`src/rtl/idct_mul_sequencer.sv`:
```
// Operand issue / product accumulate sequencer for one shared IDCT multiplier wrapper.
// Optional macro SEQ_SAT_OUT_EN: saturate group results to signed OUT_W instead of truncating.
module idct_mul_sequencer #(
    parameter int DATA_PATH_BITWIDTH = 24,
    parameter int TAPS               = 8,
    parameter int ACC_W              = 40,
    parameter int OUT_W              = 32
) (
    input  logic                          clk,
    input  logic                          rstN,
    input  logic                          start,
    input  logic [7:0]                    num_groups,
    input  logic                          mode_row,
    input  logic                          approx_en,
    input  logic                          in_valid,
    output logic                          in_ready,
    input  logic [DATA_PATH_BITWIDTH-1:0] in_a,
    input  logic [DATA_PATH_BITWIDTH-1:0] in_b,
    output logic [DATA_PATH_BITWIDTH-1:0] A_to_mul,
    output logic [DATA_PATH_BITWIDTH-1:0] B_to_mul,
    output logic [2:0]                    state,
    output logic [8:0]                    count0,
    output logic                          rstP,
    output logic                          racc,
    output logic                          rapx,
    input  logic [31:0]                   P,
    output logic                          out_valid,
    input  logic                          out_ready,
    output logic [OUT_W-1:0]              out_data,
    output logic                          busy,
    output logic                          done
);

    localparam int TAP_W = 5;
    localparam logic [TAP_W-1:0] TAPS_C  = TAP_W'(TAPS);
    localparam logic [TAP_W-1:0] TAPS_M1 = TAP_W'(TAPS - 1);

    typedef enum logic [1:0] {S_IDLE, S_CLR, S_RUN, S_DRAIN} fsm_t;

    fsm_t                          fsm_q, fsm_d;
    logic                          mode_row_q, mode_row_d;
    logic [7:0]                    ngrp_q, ngrp_d;
    logic [7:0]                    grp_q, grp_d;
    logic [TAP_W-1:0]              tap_q, tap_d;
    logic [TAP_W-1:0]              prod_q, prod_d;
    logic signed [ACC_W-1:0]       acc_q, acc_d;
    logic                          v1_q, v1_d;
    logic                          v2_q, v2_d;
    logic [DATA_PATH_BITWIDTH-1:0] a_q, a_d;
    logic [DATA_PATH_BITWIDTH-1:0] b_q, b_d;
    logic [2:0]                    st_q, st_d;
    logic [8:0]                    cnt_q, cnt_d;
    logic                          rstp_q, rstp_d;
    logic                          racc_q, racc_d;
    logic                          rapx_q, rapx_d;
    logic                          ov_q, ov_d;
    logic [OUT_W-1:0]              od_q, od_d;
    logic                          busy_q, busy_d;
    logic                          done_q, done_d;
    logic                          inr_q, inr_d;

    logic                          accept;
    logic signed [ACC_W-1:0]       p_ext;
    logic signed [ACC_W-1:0]       sum;

    function automatic logic [OUT_W-1:0] fmt_out(input logic signed [ACC_W-1:0] v);
`ifdef SEQ_SAT_OUT_EN
        logic signed [ACC_W-1:0] hi;
        logic signed [ACC_W-1:0] lo;
        hi = {{(ACC_W-OUT_W+1){1'b0}}, {(OUT_W-1){1'b1}}};
        lo = {{(ACC_W-OUT_W+1){1'b1}}, {(OUT_W-1){1'b0}}};
        if (v > hi)
            return {1'b0, {(OUT_W-1){1'b1}}};
        else if (v < lo)
            return {1'b1, {(OUT_W-1){1'b0}}};
        else
            return v[OUT_W-1:0];
`else
        return v[OUT_W-1:0];
`endif
    endfunction

    assign accept = in_valid & inr_q;
    assign p_ext  = {{(ACC_W-32){P[31]}}, P};
    assign sum    = acc_q + p_ext;

    always_comb begin
        fsm_d      = fsm_q;
        mode_row_d = mode_row_q;
        ngrp_d     = ngrp_q;
        grp_d      = grp_q;
        tap_d      = tap_q;
        prod_d     = prod_q;
        acc_d      = acc_q;
        a_d        = a_q;
        b_d        = b_q;
        st_d       = 3'b000;
        cnt_d      = cnt_q;
        rstp_d     = rstp_q;
        racc_d     = racc_q;
        rapx_d     = rapx_q;
        ov_d       = ov_q;
        od_d       = od_q;
        busy_d     = busy_q;
        done_d     = 1'b0;
        // Token pipe mirrors the wrapper: issue -> a/b regs -> c reg (P valid).
        v1_d       = (st_q != 3'b000);
        v2_d       = v1_q;

        case (fsm_q)
            S_IDLE: begin
                rstp_d = 1'b1;
                racc_d = 1'b0;
                rapx_d = 1'b0;
                if (start) begin
                    mode_row_d = mode_row;
                    rapx_d     = approx_en;
                    ngrp_d     = (num_groups == 8'd0) ? 8'd1 : num_groups;
                    grp_d      = 8'd0;
                    tap_d      = '0;
                    prod_d     = '0;
                    acc_d      = '0;
                    cnt_d      = '0;
                    busy_d     = 1'b1;
                    fsm_d      = S_CLR;
                end
            end
            S_CLR: begin
                racc_d = 1'b1;
                rstp_d = 1'b1;
                fsm_d  = S_RUN;
            end
            S_RUN: begin
                racc_d = 1'b0;
                rstp_d = 1'b0;
                if (accept) begin
                    a_d   = in_a;
                    b_d   = in_b;
                    st_d  = mode_row_q ? 3'b010 : 3'b011;
                    cnt_d = cnt_q + 9'd1;
                    tap_d = tap_q + 1'b1;
                    if (tap_q == TAPS_M1) begin
                        grp_d = grp_q + 8'd1;
                        if (grp_q == ngrp_q - 8'd1)
                            fsm_d = S_DRAIN;
                    end
                end
            end
            S_DRAIN: begin
                racc_d = 1'b0;
                rstp_d = 1'b0;
                // Issue has stopped, so a visible result here is the job's last one.
                if (ov_q && out_ready) begin
                    busy_d = 1'b0;
                    done_d = 1'b1;
                    fsm_d  = S_IDLE;
                end
            end
            default: fsm_d = S_IDLE;
        endcase

        if (ov_q && out_ready)
            ov_d = 1'b0;

        if (v2_q) begin
            if (prod_q == TAPS_M1) begin
                od_d   = fmt_out(sum);
                ov_d   = 1'b1;
                acc_d  = '0;
                prod_d = '0;
                tap_d  = '0;
            end else begin
                acc_d  = sum;
                prod_d = prod_q + 1'b1;
            end
        end

        inr_d = (fsm_d == S_RUN) && (tap_d < TAPS_C) && !ov_d;
    end

    always_ff @(posedge clk or negedge rstN) begin
        if (!rstN) begin
            fsm_q      <= S_IDLE;
            mode_row_q <= 1'b0;
            ngrp_q     <= 8'd1;
            grp_q      <= 8'd0;
            tap_q      <= '0;
            prod_q     <= '0;
            acc_q      <= '0;
            v1_q       <= 1'b0;
            v2_q       <= 1'b0;
            a_q        <= '0;
            b_q        <= '0;
            st_q       <= 3'b000;
            cnt_q      <= '0;
            rstp_q     <= 1'b1;
            racc_q     <= 1'b1;
            rapx_q     <= 1'b0;
            ov_q       <= 1'b0;
            od_q       <= '0;
            busy_q     <= 1'b0;
            done_q     <= 1'b0;
            inr_q      <= 1'b0;
        end else begin
            fsm_q      <= fsm_d;
            mode_row_q <= mode_row_d;
            ngrp_q     <= ngrp_d;
            grp_q      <= grp_d;
            tap_q      <= tap_d;
            prod_q     <= prod_d;
            acc_q      <= acc_d;
            v1_q       <= v1_d;
            v2_q       <= v2_d;
            a_q        <= a_d;
            b_q        <= b_d;
            st_q       <= st_d;
            cnt_q      <= cnt_d;
            rstp_q     <= rstp_d;
            racc_q     <= racc_d;
            rapx_q     <= rapx_d;
            ov_q       <= ov_d;
            od_q       <= od_d;
            busy_q     <= busy_d;
            done_q     <= done_d;
            inr_q      <= inr_d;
        end
    end

    assign in_ready  = inr_q;
    assign A_to_mul  = a_q;
    assign B_to_mul  = b_q;
    assign state     = st_q;
    assign count0    = cnt_q;
    assign rstP      = rstp_q;
    assign racc      = racc_q;
    assign rapx      = rapx_q;
    assign out_valid = ov_q;
    assign out_data  = od_q;
    assign busy      = busy_q;
    assign done      = done_q;

endmodule

```
`config.mk`:
```
export PLATFORM = sky130hd
export DESIGN_NAME = idct_mul_sequencer
export DESIGN_NICKNAME = d
export VERILOG_FILES = /design/src/rtl/idct_mul_sequencer.sv
export SDC_FILE = /design/constraint.sdc
export NUM_CORES = 1
export LEC_CHECK = 0
export ABC_CLOCK_PERIOD_IN_PS = 2440
export CORE_AREA = 3 3 136 138
export CTS_BUF_LIST = sky130_fd_sc_hd__clkbuf_4 sky130_fd_sc_hd__clkbuf_8
export CTS_CLUSTER_DIAMETER = 60
export DETAILED_ROUTE_END_ITERATION = 12
export DIE_AREA = 0 0 139 141
export PLACE_DENSITY = 0.87
export SLEW_MARGIN = 15
export SYNTH_ARGS = -nofsm -noshare
export SYNTH_HDL_FRONTEND = slang
export SYNTH_SLANG_ARGS = --single-unit
```
`constraint.sdc`:
```
create_clock -name clk -period 2.44 [get_ports clk]
set_input_delay 0.488 -clock clk [delete_from_list [all_inputs] [get_ports clk]]
set_output_delay 0.488 -clock clk [all_outputs]
set_load 0.03 [all_outputs]
```
Word-level counts from Yosys, hierarchy flattened
Cells that the tools add are included.
Operators by class
  add/subtract/negate cells: 6
  order comparisons: 1
  equal/unequal tests: 11
  mux-type cells: 41
  bitwise operators: 1
  reduce and logical (&&, ||, !) cells: 21
Operator list (count)
  $mux W40: 4
  $add A40 B32 Y40: 1
  $mux W5: 8
  $mux W8: 4
  $mux W9: 2
  $pmux W9 S2: 1
  $pmux W8 S2: 1
  $mux W2: 7
  $add A5 B1 Y5 const B: 2
  $eq A5 B3 Y1 const B: 2
  $pmux W5 S2: 1
  $add A9 B1 Y9 const B: 1
  $mux W1: 9
  $add A8 B1 Y8 const B: 1
  $eq A8 B8 Y1: 1
  $logic_not A8 Y1: 1
  $ne A2 B2 Y1 const B: 4
  $pmux W2 S4: 1
  $reduce_and A2 Y1: 4
  $reduce_bool A2 Y1: 4
  $sub A8 B1 Y8 const B: 1
  $eq A2 B2 Y1 const B: 3
  $pmux W1 S2: 3
  $reduce_and A3 Y1: 2
  other kinds (10): 13
Word-level totals
  flip-flop bits (word level): 170
  input bits: 95
  output and inout port bits: 99
  logic and storage cells: 102

Longest topological paths before layout
Gate-level depths: netlist of run 1.
  word-level depth: 9
  depth in mapped cells: 11
  gate-level depth less buffers: 11

Least setup slack after synthesis of run 1
OpenSTA, ideal clock, no wires.
  kind: input port to flip-flop
  from: in P[0]
  to: reg od_q[24] (netlist: out_data[24])
  setup time: 0.125 ns
  data arrival time: 2.514 ns
  setup slack: -0.199 ns
  stages: 11
  buffers on the path: 0
  cells stage by stage: ha_1 -> fa_1 -> a21oi_1 -> o21ai_1 -> nand4_1 -> nand3_2 -> a21boi_2 -> o21ai_1 -> a311oi_2 -> xnor2_1 -> mux2_2
On the way
  longest elaborated chain between the ends: 1
RTL lines
  from (decl): line 26  | input logic [31:0] P,
  $add A40 B32 Y40: line 85  | assign sum = acc_q + p_ext;
  to (signal assigned): line 200  | od_q <= '0;
  to (signal assigned): line 222  | od_q <= od_d;
  to (decl): line 57  | logic [OUT_W-1:0] od_q, od_d;
Every way passes these cells.
A chain may end at the register's enable or synchronous reset.

Worst setup path after layout of run 1
  from: reg acc_q[0]
  to: reg od_q[24] (netlist: out_data[24])
On the way
  longest elaborated chain between the ends: 1
RTL lines
  from (decl): line 46  | logic signed [ACC_W-1:0] acc_q, acc_d;
  from (signal assigned): line 189  | acc_q <= '0;
  from (signal assigned): line 211  | acc_q <= acc_d;
  $add A40 B32 Y40: line 85
Every way passes these cells.

==> flow_metrics.env, run 1 <==
export IMPL_reg2reg_to="out_data[24]$_DFFE_PN0P_"
export IMPL_final_max_slew_viol_count=0
export IMPL_synth_edf_count=0
export IMPL_cp_depth=11
export IMPL_worstHoldPathCells=0
export IMPL_ys_seq_area_frac=0.498
export IMPL_ys_flop_type="dfrtp_1"
export IMPL_cts_max_path_buffers=2
export IMPL_path_max_fanout=4
export IMPL_synthDistinctLibCells=66
export IMPL_maxCapViolCount=0
export IMPL_grt_usage=0.240
export IMPL_io_pins=194
export IMPL_netlist_area_um2=8100
export IMPL_fin_util=0.698
export IMPL_die_area_um2=19600
export IMPL_initial_core_util=0.468
export IMPL_drc=0
export IMPL_first_pass_iters=5
export IMPL_pwr_density_cell_nw_per_um2=1440
export IMPL_r2r_start="acc_q[0]$_DFFE_PN0P_"
export IMPL_overflow=0
export IMPL_hold_viol_final=0
export IMPL_ys_warn_count=0
export IMPL_place_congestion=0.905
export IMPL_path_cells="ha_4 > fa_2 > a21oi_4 > o21ai_2 > nand4_1 > nand3_2 > a21boi_2 > o21ai_2 > a311oi_2 > xnor2_1 > mux2_4"
export IMPL_avgSynthCellArea_um2=9.31
export IMPL_clkSinkCount=161
export IMPL_synth_cells=870
export IMPL_ant_nets=0
export IMPL_multi_input_area_um2=4340
export IMPL_antenna_found_initial=1
export IMPL_setup_worst_path_end_class="flop"
export IMPL_regArea_um2=4030
export IMPL_violations="negative setup slack"
export IMPL_fillerInstances=1228
export IMPL_startpoint="acc_q[0]$_DFFE_PN0P_"
export IMPL_worstHoldPathType="reg2reg"
export IMPL_cp_top_family="compound AO/OA/AOI/OAI gates"
export IMPL_fmaxAchievable_mhz=386
export IMPL_worst_path_buf_inv=0
export IMPL_period_needed_ps=2590
export IMPL_final_cell_mix="nand2_1 (277), clkdlybuf4s50_1 (178), dfrtp_1 (158), buf_4 (121), nor2_1 (38)"
export IMPL_routed_wl_mm=24.3
export IMPL_power_w=0.0174
export IMPL_synth_seq_cells=161
export IMPL_cp_arrival_ps=2950
export IMPL_syn_nets=1002
export IMPL_p_leak_nw=5.72
export IMPL_nets=1311
export IMPL_cp_endpoint="out_data[24]$_DFFE_PN0P_"
export IMPL_fin_crit_sh=1.06
export IMPL_worst_slew_pin_slew_ps=659
export IMPL_cts_clk_slew_worst_paths_ps=100
export IMPL_rsz0062_at_grt="yes"
export IMPL_crit_top_cell="o21ai_2"
export IMPL_syn2layout_area_growth_pct=49.1
export IMPL_final_common_cell="nand2_1"
export IMPL_via_count=7683
export IMPL_r2r_cells=11
export IMPL_skew_ps=17.5
export IMPL_cts_root_buf="clkbuf_8"
export IMPL_grt_pass1_wl_mm=38.5
export IMPL_critical_path_startpoint_type="flop"
export IMPL_drive_above_1_share=0.209
export IMPL_holdWs_ps=370
export IMPL_slowest_stage="dfrtp_1"
export IMPL_place_ws_ps=-688
export IMPL_max_stage_delay_ps=420
export IMPL_crit_type="reg2reg"
export IMPL_grt_pass1_vias=8027
export IMPL_dp_hpwl_mm=16.6
export IMPL_num_rows=48
export IMPL_ir_drop_v=0.000827
export IMPL_diodes=0
export IMPL_reg2reg_setup_slack_ps=-150
export IMPL_vias_per_cell=5.42
export IMPL_core_area_um2=17300
export IMPL_h_tree_depth=4
export IMPL_die_h_um=141
export IMPL_first_iter_violations=636
export IMPL_synth_async_reset_ratio=1.00
export IMPL_grt_max_degree=70
export IMPL_run_status="finished with violations"
export IMPL_finalSetupViolations=13
export IMPL_required_ps=2790
export IMPL_port_buffers=192
export IMPL_wire_per_inst_um=17.1
export IMPL_die_w_um=139
export IMPL_fin_ws_ps=-153
export IMPL_max_slew_margin=0.560
export IMPL_clk_latency_ps=460
export IMPL_cts_tree="yes"
export IMPL_numCtsBuffers=17
[cell families (layout without fill, tap and decap cells)]
group / Yosys count / after routing / synth area share
other: 1 / 1 / 0.000463
muxes: 8 / 8 / 0.0111
adders and majority gates: 37 / 37 / 0.0581
and+or+nand+nor: 404 / 404 / 0.214
AOI/OAI and AO/OA: 163 / 163 / 0.141
buffers and inverters: 45 / 367 / 0.0226
xor gates and xnor gates: 51 / 51 / 0.0552
DFF: 161 / 161 / 0.498
[where the power goes]
part / total (W) / internal, W / switching, W
combinational: 0.0107 / 0.00502 / 0.00570
clock: 0.00194 / 0.000789 / 0.00115
sequential: 0.00478 / 0.00388 / 0.000902
total: 0.0174 / 0.00969 / 0.00775
[metrics by stage]
step,instance area [um2],TNS [ps],std cells
2_1_floorplan,8210,0,870
3_3_place_gp,11200,-19730,1367
3_5_place_dp,11200,-21750,1367
4_1_cts,11700,-537,1404
5_1_grt,12100,-3070,1417
6_report,12100,-692,1417
[worst reg2reg max path, cell delays in order, from the launching register on]
cell and delay [ps]:
dfrtp_1 420, ha_4 180, fa_2 360, a21oi_4 150, o21ai_2 70, nand4_1 150
nand3_2 160, a21boi_2 250, o21ai_2 100, a311oi_2 240, xnor2_1 120, mux2_4 270
[layer usage]
metal | track usage | up-vias | part of all wire
li1 | - | 3584 | -
met1 | 0.279 | 3712 | 0.39
met2 | 0.425 | 338 | 0.51
met3 | 0.0756 | 47 | 0.081
met4 | 0.0711 | 2 | 0.021
met5 | 0 | - | 0.00037
[synth_stat cells (3+ instances only)]
cell type  number  area (um2)
a211oi_1        3        22.5
a21o_1         14         105
nor4_1          5        31.3
a31oi_1         5        31.3
o21ai_0        40         200
o211ai_1        4        30.0
a21oi_1        30         150
nand3_1        16        80.1
o21bai_1        3        22.5
ha_1           36         450
nand2_1       278        1040
and2_1          6        37.5
o31ai_1         4        30.0
nor2_1         42         158
dfstp_2         3        78.8
o21ai_1         5        25.0
buf_4           3        22.5
and3_1          4        25.0
a22o_1         27         236
dfrtp_1       158        3950
o21a_1          5        37.5
inv_1          10        37.5
mux2_2          8        90.1
xor2_1         22         193
or3_1           5        31.3
nand2b_1        5        31.3
or4_1           3        22.5
nand4_1        11        68.8
buf_1           5        18.8
nor2b_1         9        56.3
xnor2_1        29         254
clkbuf_1       24        90.1
nor3_1          8        40.0
[final cells by class]
cell class              count  area share
multi-input cells         664       0.360
flip-flops and latches    161       0.334
repair buffers            323       0.247
well taps                 225      0.0233
clock buffers              18      0.0205
clock inverters            14      0.0117
inverters                  12     0.00383
[flip-flops by register name, summed over array words and instances, names as in the netlist, 2 cells and up]
| name | flops |
|---|---|
| A_to_mul | 24 |
| B_to_mul | 24 |
| acc_q | 32 |
| count0 | 9 |
| fsm_q | 2 |
| grp_q | 8 |
| ngrp_q | 8 |
| out_data | 32 |
| prod_q | 5 |
| state | 2 |
| tap_q | 5 |
[worst min-delay path by stage]
stage | slack, ps | startpoint | to
after floorplan | 190 | rstN | A_to_mul[0]$_DFFE_PN0P_
after global placement | 340 | v1_q$_DFF_PN0_ | v2_q$_DFF_PN0_
after detailed placement | 350 | v1_q$_DFF_PN0_ | v2_q$_DFF_PN0_
after CTS | 370 | v1_q$_DFF_PN0_ | v2_q$_DFF_PN0_
after global routing | 390 | v1_q$_DFF_PN0_ | v2_q$_DFF_PN0_
final | 370 | v1_q$_DFF_PN0_ | v2_q$_DFF_PN0_
[timing repair]
action,CTS,global route
hold buffers,1,0
hold endpoints to repair,25,0
resized for setup,35,44
endpoints found under the setup margin,23,33
pin swaps,24,45
setup buffers,4,13
(Power assumes the default switching activity.)
==> run 2: changes to the inputs <==
- CORE_AREA: 3 3 136 138 -> 3 3 161 163
- DIE_AREA: 0 0 139 141 -> 0 0 164 166
- PLACE_DENSITY: 0.87 -> 0.68
==> run 2 against run 1 <==
Compared with the run above:
- the run still ends with negative setup slack left
- cell count grew 6.6%
- clock skew shrank 0.70 ps
- die area rose by 39%
- flip-flop and latch count did not move
- power decreased by 2.0%
==> flow_metrics.env, run 2 (synthesis results as in run 1) <==
export IMPL_drc=0
export IMPL_nets=1306
export IMPL_grt_usage=0.172
export IMPL_clk_latency_ps=460
export IMPL_power_frac_comb=0.608
export IMPL_fin_util=0.496
export IMPL_p_clk_frac=0.115
export IMPL_first_pass_iters=5
export IMPL_crit_top_cell="buf_4"
export IMPL_final_cell_mix="nand2_1 (277), clkdlybuf4s50_1 (181), dfrtp_1 (158), buf_4 (119), nor2_1 (40)"
export IMPL_switching_power_w=0.00752
export IMPL_num_rows=57
export IMPL_worstHoldPathType="reg2reg"
export IMPL_die_h_um=166
export IMPL_period_needed_ps=2540
export IMPL_routed_wl_mm=23.2
export IMPL_antenna_found_initial=0
export IMPL_stdcell_count=1511
export IMPL_setup_worst_path_end_class="flop"
export IMPL_seq_power_share=0.277
export IMPL_max_slew_margin=0.610
export IMPL_place_ws_ps=-749
export IMPL_port_buffers=192
export IMPL_overflow=0
export IMPL_ant_nets=0
export IMPL_clkSinkCount=161
export IMPL_dp_hpwl_mm=16.7
export IMPL_place_congestion=0.865
export IMPL_place_inst=1467
export IMPL_final_max_slew_viol_count=0
export IMPL_p_leak_nw=5.69
export IMPL_numCtsBuffers=17
export IMPL_first_iter_violations=343
export IMPL_crit_type="reg2reg"
export IMPL_drive_above_1_share=0.201
export IMPL_hold_viol_final=0
export IMPL_path_cells="buf_4 > fa_2 > a21oi_4 > o21ai_2 > nand4_1 > nand3_2 > buf_4 > a21oi_4 > buf_4 > o41ai_4 > xor2_1 > a22o_1"
export IMPL_grt_pass1_wl_mm=38.1
export IMPL_pwr_density_cell_nw_per_um2=1410
export IMPL_violations="negative setup slack"
export IMPL_fin_crit_sh=1.04
export IMPL_run_status="finished with violations"
export IMPL_grt_pass1_vias=7462
export IMPL_wire_per_inst_um=15.4
export IMPL_fin_ws_ps=-95.5
export IMPL_cp_top_family="compound AO/OA/AOI/OAI gates"
export IMPL_slowest_stage="dfrtp_1"
export IMPL_power_w=0.0171
export IMPL_setup_tns_ps=-823
export IMPL_worst_slew_pin_slew_ps=586
export IMPL_finalSetupViolations=15
export IMPL_grt_max_degree=54
export IMPL_rsz0062_at_grt="yes"
export IMPL_initial_core_util=0.331
export IMPL_diodes=0
export IMPL_die_area_um2=27200
export IMPL_syn2layout_area_growth_pct=49.8
export IMPL_critical_path_startpoint_type="flop"
export IMPL_io_pins=194
export IMPL_cts_root_buf="clkbuf_8"
export IMPL_fmaxAchievable_mhz=394
export IMPL_vias_per_cell=4.82
export IMPL_cts_max_path_buffers=2
export IMPL_maxCapViolCount=0
export IMPL_via_count=7287
export IMPL_ir_drop_v=0.000707
export IMPL_path_max_fanout=4
export IMPL_required_ps=2790
export IMPL_swShare=0.440
export IMPL_die_w_um=164
export IMPL_final_common_cell="nand2_1"
export IMPL_core_area_um2=24500
export IMPL_worst_path_buf_inv=3
export IMPL_h_tree_depth=4
export IMPL_cts_tree="yes"
export IMPL_skew_ps=16.8
export IMPL_max_stage_delay_ps=430
export IMPL_power_internal_w=0.00958
export IMPL_cts_clk_slew_worst_paths_ps=100
export IMPL_cp_arrival_ps=2880
run 2: per-stage QoR:
step / hold WS (ps) / area [um2]
3_5_place_dp: 358 / 11300
3_3_place_gp: 357 / 11300
4_1_cts: 395 / 11900
5_1_grt: 402 / 12100
6_report: 387 / 12100
2_1_floorplan: 192 / 8210
run 2: area by class of cell:
class | instances | area (um2)
Fill cell | 2246 | 12300
Multi-Input combinational cell | 664 | 4330
Sequential cell | 161 | 4030
Timing Repair Buffer | 318 | 2920
Tap cell | 324 | 405
Clock buffer | 18 | 248
Clock inverter | 14 | 144
Inverter | 12 | 46.3
run 2: routing by layer:
layer	vias to the layer above	track usage	wire length (um)
li1	3569	-	-
met1	3493	0.220	10000
met2	202	0.287	11100
met3	23	0.0534	1750
met4	0	0.0401	319
met5	-	0	0
run 2: final timing paths:
kind,endpoint,startpoint,slack (ps),depth (start not counted)
max,acc_q[26]$_DFFE_PN0P_,acc_q[1]$_DFFE_PN0P_,-100,12
min,v2_q$_DFF_PN0_,v1_q$_DFF_PN0_,390,0
max reg2reg,acc_q[26]$_DFFE_PN0P_,acc_q[1]$_DFFE_PN0P_,-100,12
min reg2reg,v2_q$_DFF_PN0_,v1_q$_DFF_PN0_,390,0
max in group asynchronous,B_to_mul[15]$_DFFE_PN0P_,rstN,1280,3
min in group asynchronous,out_data[22]$_DFFE_PN0P_,rstN,510,2
run 2: what timing repair did:
action	CTS	global route
buffers inserted	6	7
pin swaps	39	30
hold buffers	1	0
gates resized for setup	46	25
hold endpoints to repair	36	0
setup endpoints to repair	25	29
run 2: worst reg2reg max path, delay by kind of cell, from the launching register on:
family	cells	cell delay, ps
simple gates	2	300
xor+xnor	1	190
compound gates	5	660
fa+ha+maj	1	390
flops	1	430
buf+inv	3	480
run 2: power groups by stage:
stage               logic [W]  registers [W]  clock network, W
CTS                    0.0100        0.00474           0.00205
global route           0.0113        0.00491           0.00214
floorplan             0.00432        0.00608                 0
finish                 0.0104        0.00474           0.00196
detailed placement    0.00968        0.00475                 0
global placement      0.00955        0.00472                 0
==> run 3: changes to the inputs <==
- PLACE_DENSITY: 0.68 -> 0.56
==> run 3 against run 2 <==
Compared with the run above:
- the run still ends with negative setup slack left
- sequential power hardly changed
- cell count is 1.3% higher
- utilization is 1.2 points higher
- design area is 2.4% higher
- clock-buffer cell count stayed put
- clock power is 6% higher
- critical endpoint is now out_data[29]$_DFFE_PN0P_
- largest power group unchanged
==> flow_metrics.env, run 3 (synthesis results as in run 1) <==
export IMPL_path_cells="ha_4 > nand2_4 > o31ai_4 > nand3b_1 > a21oi_4 > a21oi_2 > o31ai_4 > a21oi_2 > xnor2_2 > mux2_4"
export IMPL_numCtsBuffers=17
export IMPL_maxCapViolCount=0
export IMPL_worstHoldPathType="reg2reg"
export IMPL_max_slew_margin=0.503
export IMPL_hold_viol_final=0
export IMPL_r2r_start="acc_q[4]$_DFFE_PN0P_"
export IMPL_final_max_slew_viol_count=0
export IMPL_reg2reg_setup_slack_ps=-150
export IMPL_die_w_um=164
export IMPL_syn2layout_area_growth_pct=53.4
export IMPL_fin_crit_sh=1.06
export IMPL_skew_ps=19.7
export IMPL_crit_type="reg2reg"
export IMPL_finalSetupViolations=19
export IMPL_h_tree_depth=4
export IMPL_p_leak_nw=5.82
export IMPL_vias_per_cell=4.74
export IMPL_drc=0
export IMPL_min_to="v2_q$_DFF_PN0_"
export IMPL_use_met1=0.224
export IMPL_io_pins=194
export IMPL_cts_max_path_buffers=2
export IMPL_worst_slew_pin_slew_ps=744
export IMPL_diodes=0
export IMPL_overflow=0
export IMPL_r2r_cells=10
export IMPL_port_buffers=192
export IMPL_regArea_um2=4030
export IMPL_ant_nets=0
export IMPL_first_pass_iters=4
export IMPL_grt_usage=0.177
export IMPL_fin_ws_ps=-153
export IMPL_clkSinkCount=161
export IMPL_place_congestion=0.832
export IMPL_worstHoldPathCells=0
export IMPL_grt_pass1_vias=7606
export IMPL_slowest_stage="dfrtp_1"
export IMPL_violations="negative setup slack"
export IMPL_cts_tree="yes"
export IMPL_wire_per_inst_um=15.8
export IMPL_power_w=0.0178
export IMPL_grt_pass1_wl_mm=39.0
export IMPL_holdWs_ps=357
export IMPL_path_max_fanout=4
export IMPL_pwr_density_cell_nw_per_um2=1430
export IMPL_use_met2=0.295
export IMPL_routed_wl_mm=24.2
export IMPL_core_area_um2=24500
export IMPL_period_needed_ps=2590
export IMPL_drive_above_1_share=0.222
export IMPL_fillerInstances=2312
export IMPL_via_count=7259
export IMPL_die_h_um=166
export IMPL_nets=1326
export IMPL_place_ws_ps=-755
export IMPL_fmaxAchievable_mhz=386
export IMPL_dp_hpwl_mm=16.9
export IMPL_die_area_um2=27200
export IMPL_required_ps=2780
export IMPL_ir_drop_v=0.000645
export IMPL_setup_worst_path_end_class="flop"
export IMPL_final_common_cell="nand2_1"
export IMPL_max_stage_delay_ps=430
export IMPL_worstHoldStart="v1_q$_DFF_PN0_"
export IMPL_grt_busiest_layer="met2"
export IMPL_cp_arrival_ps=2940
export IMPL_cts_clk_slew_worst_paths_ps=90
export IMPL_critical_path_startpoint_type="flop"
export IMPL_num_rows=57
export IMPL_clk_latency_ps=460
export IMPL_cts_root_buf="clkbuf_8"
export IMPL_initial_core_util=0.331
export IMPL_reg2reg_to="out_data[29]$_DFFE_PN0P_"
export IMPL_final_cell_mix="nand2_1 (276), clkdlybuf4s50_1 (181), dfrtp_1 (158), buf_4 (133), nor2_1 (39)"
export IMPL_antenna_found_initial=0
export IMPL_grt_max_degree=54
export IMPL_rsz0062_at_grt="yes"
export IMPL_multi_input_area_um2=4420
export IMPL_use_met3=0.0621
export IMPL_first_iter_violations=335
export IMPL_run_status="finished with violations"
## run 3: changes by cell type in the layout (fill, tap and decap cells not counted), moves of 2 or more
cell	before	now
o31ai_2	2	0
nor3_1	6	8
inv_8	5	3
o31ai_4	0	2
nor3_2	3	1
o21ai_2	3	8
o21ai_1	7	1
buf_4	119	133
nor2_4	1	3
buf_6	3	8
## run 3: through the flow
step,area [um2],TNS [ps],std cells,utilization
after floorplan,8210,0,870,-
after global placement,11400,-24790,1473,0.465
after detailed placement,11400,-25340,1473,0.465
after CTS,12100,-558,1522,0.494
after global routing,12400,-3770,1531,0.508
final,12400,-1210,1531,0.508
## run 3: timing repair
action,4_1_cts,5_1_grt
endpoints found under the setup margin,26,34
hold buffers,1,0
resized for setup,44,47
cloned,0,0
endpoints found under the hold margin,7,0
pin swaps,26,33
setup buffers,16,12
## run 3: worst max-delay path by stage
stage | startpoint | endpoint | cells past startpoint
final | acc_q[4]$_DFFE_PN0P_ | out_data[29]$_DFFE_PN0P_ | 10
after global routing | acc_q[4]$_DFFE_PN0P_ | out_data[29]$_DFFE_PN0P_ | 10
after CTS | acc_q[0]$_DFFE_PN0P_ | out_data[24]$_DFFE_PN0P_ | 11
after detailed placement | P[4] | out_data[29]$_DFFE_PN0P_ | 11
after global placement | P[4] | out_data[29]$_DFFE_PN0P_ | 11
after floorplan | P[3] | out_data[29]$_DFFE_PN0P_ | 10
## run 3: layout make-up
| class | count | share of cell area |
|---|---|---|
| Sequential cell | 161 | 0.325 |
| Clock buffer | 18 | 0.0194 |
| Clock inverter | 14 | 0.0137 |
| Timing Repair Buffer | 338 | 0.250 |
| Multi-Input combinational cell | 664 | 0.356 |
| Inverter | 12 | 0.00373 |
| Tap cell | 324 | 0.0326 |
## run 3: critical path: cells and delay by family (launching register included)
kind | cells | cell delay, ps
AOI/OAI and AO/OA | 5 | 1080
and+or+nand+nor | 2 | 250
adders and majority gates | 1 | 340
xor gates and xnor gates | 1 | 150
DFF | 1 | 430
muxes | 1 | 250
## run 3: per-layer routing
metal / share of wire / up-vias / wire length [um]
met1: 0.44 / 3446 / 10500
met5: 0 / - / 0
met4: 0.012 / 0 / 299
met3: 0.074 / 24 / 1790
met2: 0.48 / 184 / 11500
li1: - / 3605 / -
## run 3: report_power, final
group	internal (W)	switching (W)	total [W]
combinational	0.00524	0.00573	0.0110
sequential	0.00388	0.000868	0.00475
clock	0.000876	0.00119	0.00207
